`src/rtl/systolic_data_setup_if.sv`:
```
// Operand-side bundle for the systolic skew buffer: shift enable, lane inputs and skewed lane outputs.
interface systolic_data_setup_if #(
  parameter int unsigned WIDTH  = 8,
  parameter int unsigned LENGTH = 5
);

  logic             EN;
  logic [WIDTH-1:0] Inputs  [0:LENGTH-1];
  logic [WIDTH-1:0] Outputs [0:LENGTH-1];

  // Producer side (operand buffer / bench).
  modport master (
    output EN,
    output Inputs,
    input  Outputs
  );

  // Skew buffer side.
  modport slave (
    input  EN,
    input  Inputs,
    output Outputs
  );

endinterface

```
`src/rtl/systolic_data_setup.sv`:
```
// Input skew buffer: lane i is delayed by i+1 enabled stages to form the diagonal wavefront
// a systolic PE array consumes.
module systolic_data_setup #(
  parameter int unsigned WIDTH  = 8,
  parameter int unsigned LENGTH = 5
) (
  input  logic                  CLK,
  input  logic                  SYNC_RST,
  systolic_data_setup_if.slave  bus
);

  for (genvar i = 0; i < LENGTH; i++) begin : g_lane
    // Triangular storage: this lane holds exactly i+1 stages.
    logic [WIDTH-1:0] lane_q [0:i];
    logic [WIDTH-1:0] lane_d [0:i];

    always_comb begin
      for (int k = 0; k <= i; k++) begin
        lane_d[k] = lane_q[k];
      end
      if (bus.EN) begin
        lane_d[0] = bus.Inputs[i];
        for (int k = 1; k <= i; k++) begin
          lane_d[k] = lane_q[k-1];
        end
      end
    end

    always_ff @(posedge CLK) begin
      for (int k = 0; k <= i; k++) begin
        if (SYNC_RST) begin
          lane_q[k] <= '0;
        end else begin
          lane_q[k] <= lane_d[k];
        end
      end
    end

    assign bus.Outputs[i] = lane_q[i];
  end

endmodule

```
`src/flat_wrapper.sv`:
```
// flat-port wrapper written by rule: the top's interface ports become plain ports
module systolic_data_setup_flat 
#(
  parameter int unsigned WIDTH  = 8,
  parameter int unsigned LENGTH = 5
)
  (CLK, SYNC_RST, bus_EN, bus_Inputs, bus_Outputs);
  systolic_data_setup_if #(.WIDTH(WIDTH), .LENGTH(LENGTH)) bus_i ();
  input  logic CLK;
  input  logic SYNC_RST;
  input wire logic [$bits(bus_i.EN)-1:0] bus_EN;
  input wire logic [$bits(bus_i.Inputs)-1:0] bus_Inputs;
  output wire logic [$bits(bus_i.Outputs)-1:0] bus_Outputs;
  assign bus_i.EN = bus_EN;
  assign bus_i.Inputs = {>>{bus_Inputs}};
  assign bus_Outputs = {>>{bus_i.Outputs}};
  systolic_data_setup #(.WIDTH(WIDTH), .LENGTH(LENGTH)) u_core (.CLK(CLK), .SYNC_RST(SYNC_RST), .bus(bus_i));
endmodule
```
`config.mk`:
```
export PLATFORM = sky130hd
export DESIGN_NAME = systolic_data_setup_flat
export DESIGN_NICKNAME = d
export VERILOG_FILES = /design/src/rtl/systolic_data_setup_if.sv /design/src/rtl/systolic_data_setup.sv /design/src/flat_wrapper.sv
export SDC_FILE = /design/constraint.sdc
export NUM_CORES = 1
export LEC_CHECK = 0
export ABC_CLOCK_PERIOD_IN_PS = 1000
export CAP_MARGIN = 20
export CELL_PAD_IN_SITES_DETAIL_PLACEMENT = 0
export CELL_PAD_IN_SITES_GLOBAL_PLACEMENT = 1
export CORE_MARGIN = 2
export CORE_UTILIZATION = 40
export DETAILED_ROUTE_END_ITERATION = 16
export GPL_TIMING_DRIVEN = 0
export PLACE_DENSITY = 0.81
export SLEW_MARGIN = 20
export SYNTH_ARGS = -nofsm -noshare
export SYNTH_HDL_FRONTEND = slang
export SYNTH_SLANG_ARGS = --single-unit
```
`constraint.sdc`:
```
create_clock -name CLK -period 1 [get_ports CLK]
set_input_delay 0.15 -clock CLK [delete_from_list [all_inputs] [get_ports CLK]]
set_output_delay 0.15 -clock CLK [all_outputs]
set_load 0.01 [all_outputs]
```
==> results of run 1 <==
## per-layer routing
metal,vias up,wire length (um),track usage
li1,1492,-,-
met1,1342,3960,0.202
met2,66,3880,0.240
met3,11,457,0.0597
met4,0,99,0.0632
met5,-,0,0
## power groups by stage
stage                     registers (mW)  clock network [mW]  logic (mW)
after detailed placement            5.13                   0       0.890
after global placement              5.13                   0       0.878
after CTS                           5.05                6.65       0.900
after global routing                5.06                6.91       0.969
final                               5.05                6.50       0.888
after floorplan                     5.13                   0       0.538
## synth_stat cells
master,instances
dfxtp_1,120
mux2i_1,120
buf_12,11
clkbuf_1,12
nor2_1,120
buf_2,1
buf_4,3
## per-stage QoR
| stage | setup TNS (ns) | power (mW) |
|---|---|---|
| floorplan | 0 | 5.67 |
| global placement | -0.818 | 6.00 |
| detailed placement | -3.05 | 6.02 |
| CTS | -4.75 | 12.6 |
| global route | -5.52 | 12.9 |
| finish | -3.51 | 12.4 |
## worst register-to-register path, delay by kind of cell, from the launching register on
kind	cells	cell delay (ns)
and+or+nand+nor	1	0.05
DFF	1	0.32
muxes	1	0.11
buffers and inverters	1	0.12
## cell families after synthesis
kind of cell	synth area share
buffers and inverters	0.0674
flip-flops	0.553
multiplexers	0.276
AND/OR/NAND/NOR	0.104
## final timing paths
kind,end,cells after the start
setup reg to reg,u_core.g_lane[2].lane_q[2][0]$_SDFFE_PP0P_,3
hold / removal,u_core.g_lane[1].lane_q[1][7]$_SDFFE_PP0P_,2
hold reg to reg,u_core.g_lane[1].lane_q[0][0]$_SDFFE_PP0P_,2
setup / recovery,bus_Outputs[7],1
## final cells by class
type,count,area [um2],share of cell area
well taps,140,175,0.0288
clock buffers,23,467,0.0769
repair buffers,82,866,0.143
flip-flops and latches,120,2450,0.404
plain buffers,27,293,0.0482
multi-input cells,240,1650,0.272
clock inverters,8,168,0.0276
## what timing repair did
action	in CTS	in global routing
setup endpoints to repair	40	40
buffers inserted	0	2
resized for setup	241	0
==> metrics.md, run 1 <==
| Metric | Value |
|---|---|
| Outcome | `finished with violations` |
| Failing checks | `setup timing` |
| Worst Tran Pin Value | `0.520 ns` |
| Crit path launch | `u_core.g_lane[4].lane_q[4][7]$_SDFFE_PP0P_` |
| Crit path buffers/inverters | `1` |
| Die span in x | `108 um` |
| Post-Synthesis Cells | `387` |
| Worst R2R Start | `u_core.g_lane[2].lane_q[2][0]$_SDFFE_PP0P_` |
| Hold Vio Cnt, Final | `0` |
| TritonCTS clock tree | `done` |
| Layout area overhead | `39.7%` |
| Hold_buf cts | `0` |
| Largest net degree at the start of global routing | `17` |
| Combinational Power Share | `0.071` |
| Post-layout util | `0.568` |
| CTS buffer count | `17` |
| PD cells | `2050 nW/um2` |
| Vias in the first global route | `2900` |
| Average routed wire per standard cell | `13.1 um` |
| GRT Total Usage | `0.158` |
| First-pass GRT wire length | `14100 um` |
| Commonest cells after routing, fill and taps aside | `mux2i_1, nor2_1, dfxtp_1` |
| Top cells by area, synth | `dfxtp_1, mux2i_1, nor2_1, buf_12, clkbuf_1` |
| Worst path slowest cell | `dfxtp_2` |
| CTS sink count | `120` |
| Crit. End Element | `primary output` |
| Synth Register Bits | `120` |
| Worst Path Max Fanout | `2` |
| Max reg flops | `120` |
| CTS H-tree depth | `4` |
| Core Region | `10700 um2` |
| Fillers | `938` |
| Clk pwr share | `0.523` |
| Peak supply drop | `0.00159 V` |
| Yosys cell types | `7` |
| Antenna Violating Nets Remaining | `0` |
| Setup violators final | `40` |
| Max_cap viols | `0` |
| Reg2reg setup slack | `0.27 ns` |
| Internal power | `9.94 mW` |
| Worst-Skew Late Latency | `0.50 ns` |
| Antenna fix cells | `0` |
| RePlAce Congestion | `0.728` |
| Hold_sp | `SYNC_RST` |
| CP Launch Type | `flip-flop` |
| P_leak | `2.75 nW` |
| Setup WS pre-CTS | `-0.0972 ns` |
| HPWL Detailed | `5730 um` |
| DRT iter0 DRCs | `85` |
| Design area | `6070 um2` |
| Crit path largest cell delay | `0.34 ns` |
| Yosys Warn Count | `0` |
| Largest registers | `u_core.g_lane.lane_q: 120 flops` |
| Final worst setup slack | `-0.100 ns` |
| Sequential share of the synthesized area | `0.553` |
| Psw | `2.49 mW` |
| Share of layout cells above drive strength 1 | `0.250` |
| Antenna violations before repair | `0` |
| # port buffers | `80` |
| Hold Path Class | `input pin to flip-flop` |
| CP delay by family, top | `flip-flops` |
| Register share of total power | `0.406` |
| Die area | `11700 um2` |
| Sw frac | `0.200` |
| Clk_skew | `0.00674 ns` |
| DP Area | `5320 um2` |
| Post-Place Cells | `607` |
| CTS clk-pin slew, worst paths | `0.06 ns` |
| Clock tree buffer depth | `2` |
| CP Class | `flip-flop to primary output` |
| Largest area contributor in the netlist | `dfxtp_1` |
| Share of the synthesized area in the top cell type | `0.553` |
| Worst Path Required | `0.85 ns` |
| Slew Viols, Final | `0` |
| Mapped Avg Cell Area | `11.2 um2` |
| Post-Syn Area | `4350 um2` |
| DRC errors left | `0` |
| RSZ-0062 raised after global routing | `yes` |
| Final global-route overflow total | `0` |
| Largest Register | `u_core.g_lane.lane_q` |
| Worst EP arrival | `0.95 ns` |
| Rows | `38` |
| F_max | `0.909 GHz` |
| IO Pins | `83` |
| Crit path time final | `1.10 ns` |
| Routed vias | `2911` |
| Hold Slack | `0.0290 ns` |
| Routed WL | `8390 um` |
| Root buf cell | `clkbuf_8` |
| Die Y | `108 um` |
| Initial Util | `0.406` |
| Drt first pass iters | `4` |
| Tcrit/Tclk final | `1.10` |
| Syn nets | `430` |
| Critical path cell sequence | `buf_6` |
| Final Non-Filler Cells | `640` |
| Slew HR | `0.653` |
| NumNets Final | `531` |
| Vias per cell | `4.55` |
(Power assumes the default switching activity.)
==> inputs of run 2 (changes only) <==
Settings changed: ABC_AREA set to 0, GPL_ROUTABILITY_DRIVEN set to 1.
==> results of run 2 <==
The final DEF is identical to that of run 1; final timing and power are the same.
